[src/rtl/gshare_counter_table.sv]
// gshare PHT of 2-bit saturating counters, self-initialised after reset.
// Optional BPRED_STATS_EN adds branch and mispredict counters.
module gshare_counter_table #(
    parameter int BPRED_WIDTH = 9
) (
    input  logic                   i_Clk,
    input  logic                   i_Reset,
    input  logic                   i_DEC_Is_Branch,
    input  logic [31:0]            i_DEC_PC,
    input  logic [BPRED_WIDTH-1:0] i_Global_History,
    input  logic                   i_ALU_Branch_Valid,
    input  logic                   i_ALU_Branch_Outcome,
    input  logic [BPRED_WIDTH-1:0] i_ALU_Index,
`ifdef BPRED_STATS_EN
    input  logic                   i_ALU_Prediction,
    output logic [31:0]            o_Branch_Count,
    output logic [31:0]            o_Mispredict_Count,
`endif
    output logic                   o_Prediction,
    output logic [BPRED_WIDTH-1:0] o_Index,
    output logic                   o_Ready
);

    localparam int DEPTH = 1 << BPRED_WIDTH;

    typedef enum logic {
        S_INIT,
        S_READY
    } state_t;

    state_t                 state_q, state_d;
    logic [BPRED_WIDTH-1:0] ptr_q, ptr_d;
    logic [1:0]             pht [DEPTH];
    logic                   wr_en;
    logic [BPRED_WIDTH-1:0] wr_addr;
    logic [1:0]             wr_data;
    logic [1:0]             cur_ctr;
    logic                   upd_en;
    logic                   unused_pc;

    assign unused_pc = ^{i_DEC_PC[31:BPRED_WIDTH+2], i_DEC_PC[1:0]};

    assign o_Index      = i_DEC_PC[BPRED_WIDTH+1:2] ^ i_Global_History;
    assign o_Ready      = (state_q == S_READY);
    assign o_Prediction = i_DEC_Is_Branch && o_Ready && pht[o_Index][1];
    assign upd_en       = o_Ready && i_ALU_Branch_Valid;
    assign cur_ctr      = pht[i_ALU_Index];

    always_ff @(posedge i_Clk or negedge i_Reset) begin
        if (!i_Reset) begin
            state_q <= S_INIT;
            ptr_q   <= '0;
        end else begin
            state_q <= state_d;
            ptr_q   <= ptr_d;
        end
    end

    always_comb begin
        state_d = state_q;
        ptr_d   = ptr_q;
        wr_en   = 1'b0;
        wr_addr = i_ALU_Index;
        wr_data = cur_ctr;
        unique case (state_q)
            S_INIT: begin
                wr_en   = 1'b1;
                wr_addr = ptr_q;
                wr_data = 2'b01;
                ptr_d   = ptr_q + 1'b1;
                if (ptr_q == '1) state_d = S_READY;
            end
            S_READY: begin
                if (upd_en) begin
                    wr_en = 1'b1;
                    if (i_ALU_Branch_Outcome)
                        wr_data = (cur_ctr == 2'b11) ? cur_ctr : cur_ctr + 2'd1;
                    else
                        wr_data = (cur_ctr == 2'b00) ? cur_ctr : cur_ctr - 2'd1;
                end
            end
            default: ;
        endcase
    end

    // No reset on the array so it can map onto a RAM; the FSM initialises it.
    always_ff @(posedge i_Clk) begin
        if (wr_en) pht[wr_addr] <= wr_data;
    end

`ifdef BPRED_STATS_EN
    always_ff @(posedge i_Clk or negedge i_Reset) begin
        if (!i_Reset) begin
            o_Branch_Count     <= '0;
            o_Mispredict_Count <= '0;
        end else if (upd_en) begin
            if (o_Branch_Count != '1)
                o_Branch_Count <= o_Branch_Count + 32'd1;
            if ((i_ALU_Prediction != i_ALU_Branch_Outcome) &&
                (o_Mispredict_Count != '1))
                o_Mispredict_Count <= o_Mispredict_Count + 32'd1;
        end
    end
`endif

endmodule

[config.mk]
export PLATFORM = sky130hd
export DESIGN_NAME = gshare_counter_table
export DESIGN_NICKNAME = d
export VERILOG_FILES = /design/src/rtl/gshare_counter_table.sv
export SDC_FILE = /design/constraint.sdc
export NUM_CORES = 2
export LEC_CHECK = 0
export ABC_AREA = 0
export BUFFER_PORTS_ARGS = -buffer_cell sky130_fd_sc_hd__buf_2
export CORE_MARGIN = 2
export CORE_UTILIZATION = 60
export DETAILED_ROUTE_END_ITERATION = 10
export GPL_ROUTABILITY_DRIVEN = 1
export PLACE_DENSITY = 0.76
export SYNTH_ARGS = -nofsm -noshare
export SYNTH_HDL_FRONTEND = slang
export SYNTH_SLANG_ARGS = --single-unit
[constraint.sdc]
create_clock -name i_Clk -period 29.8 [get_ports i_Clk]
set_clock_uncertainty 0.15 [all_clocks]
set_input_delay 4.47 -clock i_Clk [delete_from_list [all_inputs] [get_ports i_Clk]]
set_output_delay 4.47 -clock i_Clk [all_outputs]
set_load 0.03 [all_outputs]
==> results.yml <==
finish:
  drive_above_1_share_pct: 21.7
  synthToLayoutAreaGrowth_pct: 9.29
  final_nets: 2872
timing:
  slew_headroom_pct: -0.408
  tns_ns: 0
  setup_violations: 0
  worst_slack_ns: 14.88
  post-route-period-util_pct: 50.1
  max_freq_mhz: 67.0
  tightest_slew_ns: 1.47
  hold_viol_final: 0
  rsz0062_at_grt: "no"
  slew_viol_final: 1
  min_period_ns: 14.92
clock_tree:
  postCtsSetupRepairBufs: 0
  cts_hold_buf: 0
  cts_buffers: 102
  clk_pin_slew_ns: 0.07
  clockRootBuffer: "clkbuf_16"
  htreeDepth: 3
  cts_tree: "built"
  clk_latency_ns: 0.68
  clock_path_buffers: 3
  cts_sinks: 1034
  cts_resized: 0
floorplan:
  fp.dieW_um: 283
  dieArea_sq_mm: 0.0804
  pin_count: 66
  row_count: 102
  die_h_um: 283
  design.core.area_sq_mm: 0.0773
  start_util_pct: 60.6
critical_path:
  critical_path_peak_fanout: 62
  cp-start-kind: "primary input"
  cp-end-kind: "output port"
  required_ns: 25.18
  path_class: "in2out"
  crit_path_top_delay_cell: "buf_4"
  worstReg2RegStart: "pht[420][0]"
  r2r-end: "pht[100][0]"
  arrival_ns: 10.30
  r2r_slack_ns: 23.57
  worstPathCellList: "buf_2 -> xor2_4 -> buf_4 -> buf_4 -> mux4_2 -> mux4_2 -> a22o_1 -> a221oi_1 -> o22ai_1 -> nor3_1 -> o21ai_1 -> and3_1 -> buf_2"
  cpPeakStageDelay_ns: 0.99
  rr_worst_depth: 11
power:
  power_density_mw_per_mm2: 59.7
  power_uw: 3060
  power.leakage_uw: 0.0171
  ir_drop_v: 0.0000493
synth:
  synth_area_sq_mm: 0.0469
  yosysWarnings: 0
  yosysUniqueCellTypes: 74
  synth_edf_count: 1024
  synth_fp_nets: 2891
  ys.flop_type: "edfxtp_1"
  syn_inst: 2834
  yosysSeqAreaShare_pct: 66.1
  syn_avg_cell_area_sq_um: 16.5
  ys_async_sr_fraction_pct: 0.967
  synth-seq-cells: 1034
worst_hold_path:
  hold_class: "reg2reg"
  hold_path_depth: 1
  hp-start: "ptr_q[7]"
  hold_path_end: "ptr_q[7]"
drt:
  wl_per_cell_um: 33.7
  drt_first_pass_iters: 8
  wirelength_um: 133000
  drt-vias-per-instance: 7.30
  drc: 0
  first_iter_violations: 4710
  ant_nets: 0
  num_vias: 28800
run_status:
  violations: "capacitance limit, slew limit"
  outcome: "finished, violations left"
placement:
  gp_congestion: 0.901
  dp_hpwl_um: 75100
  io_buffers: 42
  place_ws_ns: 15.11
run:
  drv_cap: 1
grt:
  grt_pass1_vias: 28800
  antenna_found_initial: 8
  grtUsageTotal_pct: 33.1
  grt_max_degree: 293
  grt_pass1_wl_um: 193000
  globalRouteOverflowTotal: 0
-- layout by cell type, fill, tap and decap left out, types with 21 or more instances in the layout --
cell	n
a21oi_1	47
a22oi_1	21
buf_2	40
buf_4	53
clkbuf_16	106
clkinv_1	27
clkinv_2	24
edfxtp_1	1024
mux2i_1	183
mux4_2	334
nand2_1	71
nor2_1	559
o21ai_0	27
o221ai_1	65
o22ai_1	41
-- how the worst max path moves through the flow --
stage                     depth (start not counted)            to                 from
final                                            13  o_Prediction  i_Global_History[1]
after global routing                             13  o_Prediction  i_Global_History[1]
after CTS                                        13  o_Prediction  i_Global_History[1]
after detailed placement                         13  o_Prediction  i_Global_History[1]
after global placement                           13  o_Prediction  i_Global_History[1]
after floorplan                                   9     pht[0][0]       i_ALU_Index[0]
-- synthesized netlist by cell type (4+ instances only) --
| cell | instances | share of area [%] |
|---|---|---|
| inv_1 | 16 | 0.13 |
| nor2_1 | 561 | 4.5 |
| a21oi_1 | 47 | 0.50 |
| buf_4 | 11 | 0.18 |
| o211ai_1 | 6 | 0.096 |
| buf_8 | 4 | 0.13 |
| mux4_2 | 334 | 16 |
| xor2_1 | 5 | 0.093 |
| a22o_1 | 15 | 0.28 |
| dfrtp_1 | 10 | 0.53 |
| o21ai_1 | 8 | 0.085 |
| nand2_1 | 88 | 0.70 |
| xnor2_1 | 11 | 0.21 |
| a211o_1 | 4 | 0.075 |
| o21ai_0 | 27 | 0.29 |
| a221oi_1 | 14 | 0.26 |
| mux2i_1 | 183 | 3.9 |
| edfxtp_1 | 1024 | 66 |
| a2111oi_0 | 5 | 0.093 |
| nand3_1 | 12 | 0.13 |
| o221ai_1 | 65 | 1.2 |
| a22oi_1 | 21 | 0.34 |
| buf_2 | 27 | 0.29 |
| a211oi_1 | 5 | 0.080 |
| mux2_2 | 7 | 0.17 |
| and2_1 | 6 | 0.080 |
| nor4_1 | 5 | 0.067 |
| a31oi_1 | 7 | 0.093 |
| buf_6 | 29 | 0.70 |
| clkbuf_1 | 135 | 1.1 |
| nor2b_1 | 10 | 0.13 |
| o22ai_1 | 42 | 0.56 |
| nand2b_1 | 5 | 0.067 |
| buf_1 | 16 | 0.13 |
| nor3_1 | 13 | 0.14 |
-- power by group --
group / internal, uW / switching, uW / leakage (uW)
Sequential: 1570 / 0 / 0.0105
Clock: 735 / 555 / 0.00163
Combinational: 75.4 / 122 / 0.00499
-- flip-flops by register name, indices dropped and copies added, names as in the netlist --
signal / flops
o_Ready: 1
pht: 1024
ptr_q: 9
-- critical path, delay by kind of cell --
family	cells	cell delay, ns
simple gates	2	0.45
compound gates	4	1.64
mux	2	0.90
buf+inv	4	2.23
xor+xnor	1	0.53
-- logic make-up (layout without fill, tap and decap cells) --
| group | count (synthesis) | after routing | share of synthesized area (%) |
|---|---|---|---|
| simple gates | 716 | 716 | 6.06 |
| buf+inv | 241 | 310 | 2.69 |
| xor+xnor | 16 | 16 | 0.299 |
| mux | 524 | 524 | 20.1 |
| fa+ha+maj | 2 | 2 | 0.0534 |
| other cells | 0 | 4 | 0 |
| compound gates | 301 | 301 | 4.63 |
| flops | 1034 | 1034 | 66.1 |
-- per-stage QoR --
step	instances	cell area (sq um)	hold WS [ns]	utilization [%]
finish	3947	51200	0.388	66.2
global route	3944	51200	0.416	66.2
CTS	3943	51200	0.384	66.2
detailed placement	3751	47900	0.372	61.9
global placement	3751	47900	0.364	61.9
floorplan	2834	46900	0.329	-
-- metal layers --
metal | vias to the layer above | GRT usage [%] | share of wire (%)
met5 | - | 0 | 0.047
met3 | 413 | 9.44 | 14
met1 | 14700 | 44.4 | 35
li1 | 11300 | - | -
met4 | 10 | 16.4 | 5.3
met2 | 2344 | 50.6 | 46
-- final cells by class --
class                      instances  area (sq um)
clock inverter                    73           631
inverter                          18          67.6
timing repair buffer             100           727
sequential                      1034         31000
multi-input combinational       1559         14800
fill                            5142         26100
tap                             1040          1300
clock buffer                     119          2700
antenna                            4          10.0
No activity file was read; power rests on OpenSTA's default activity.
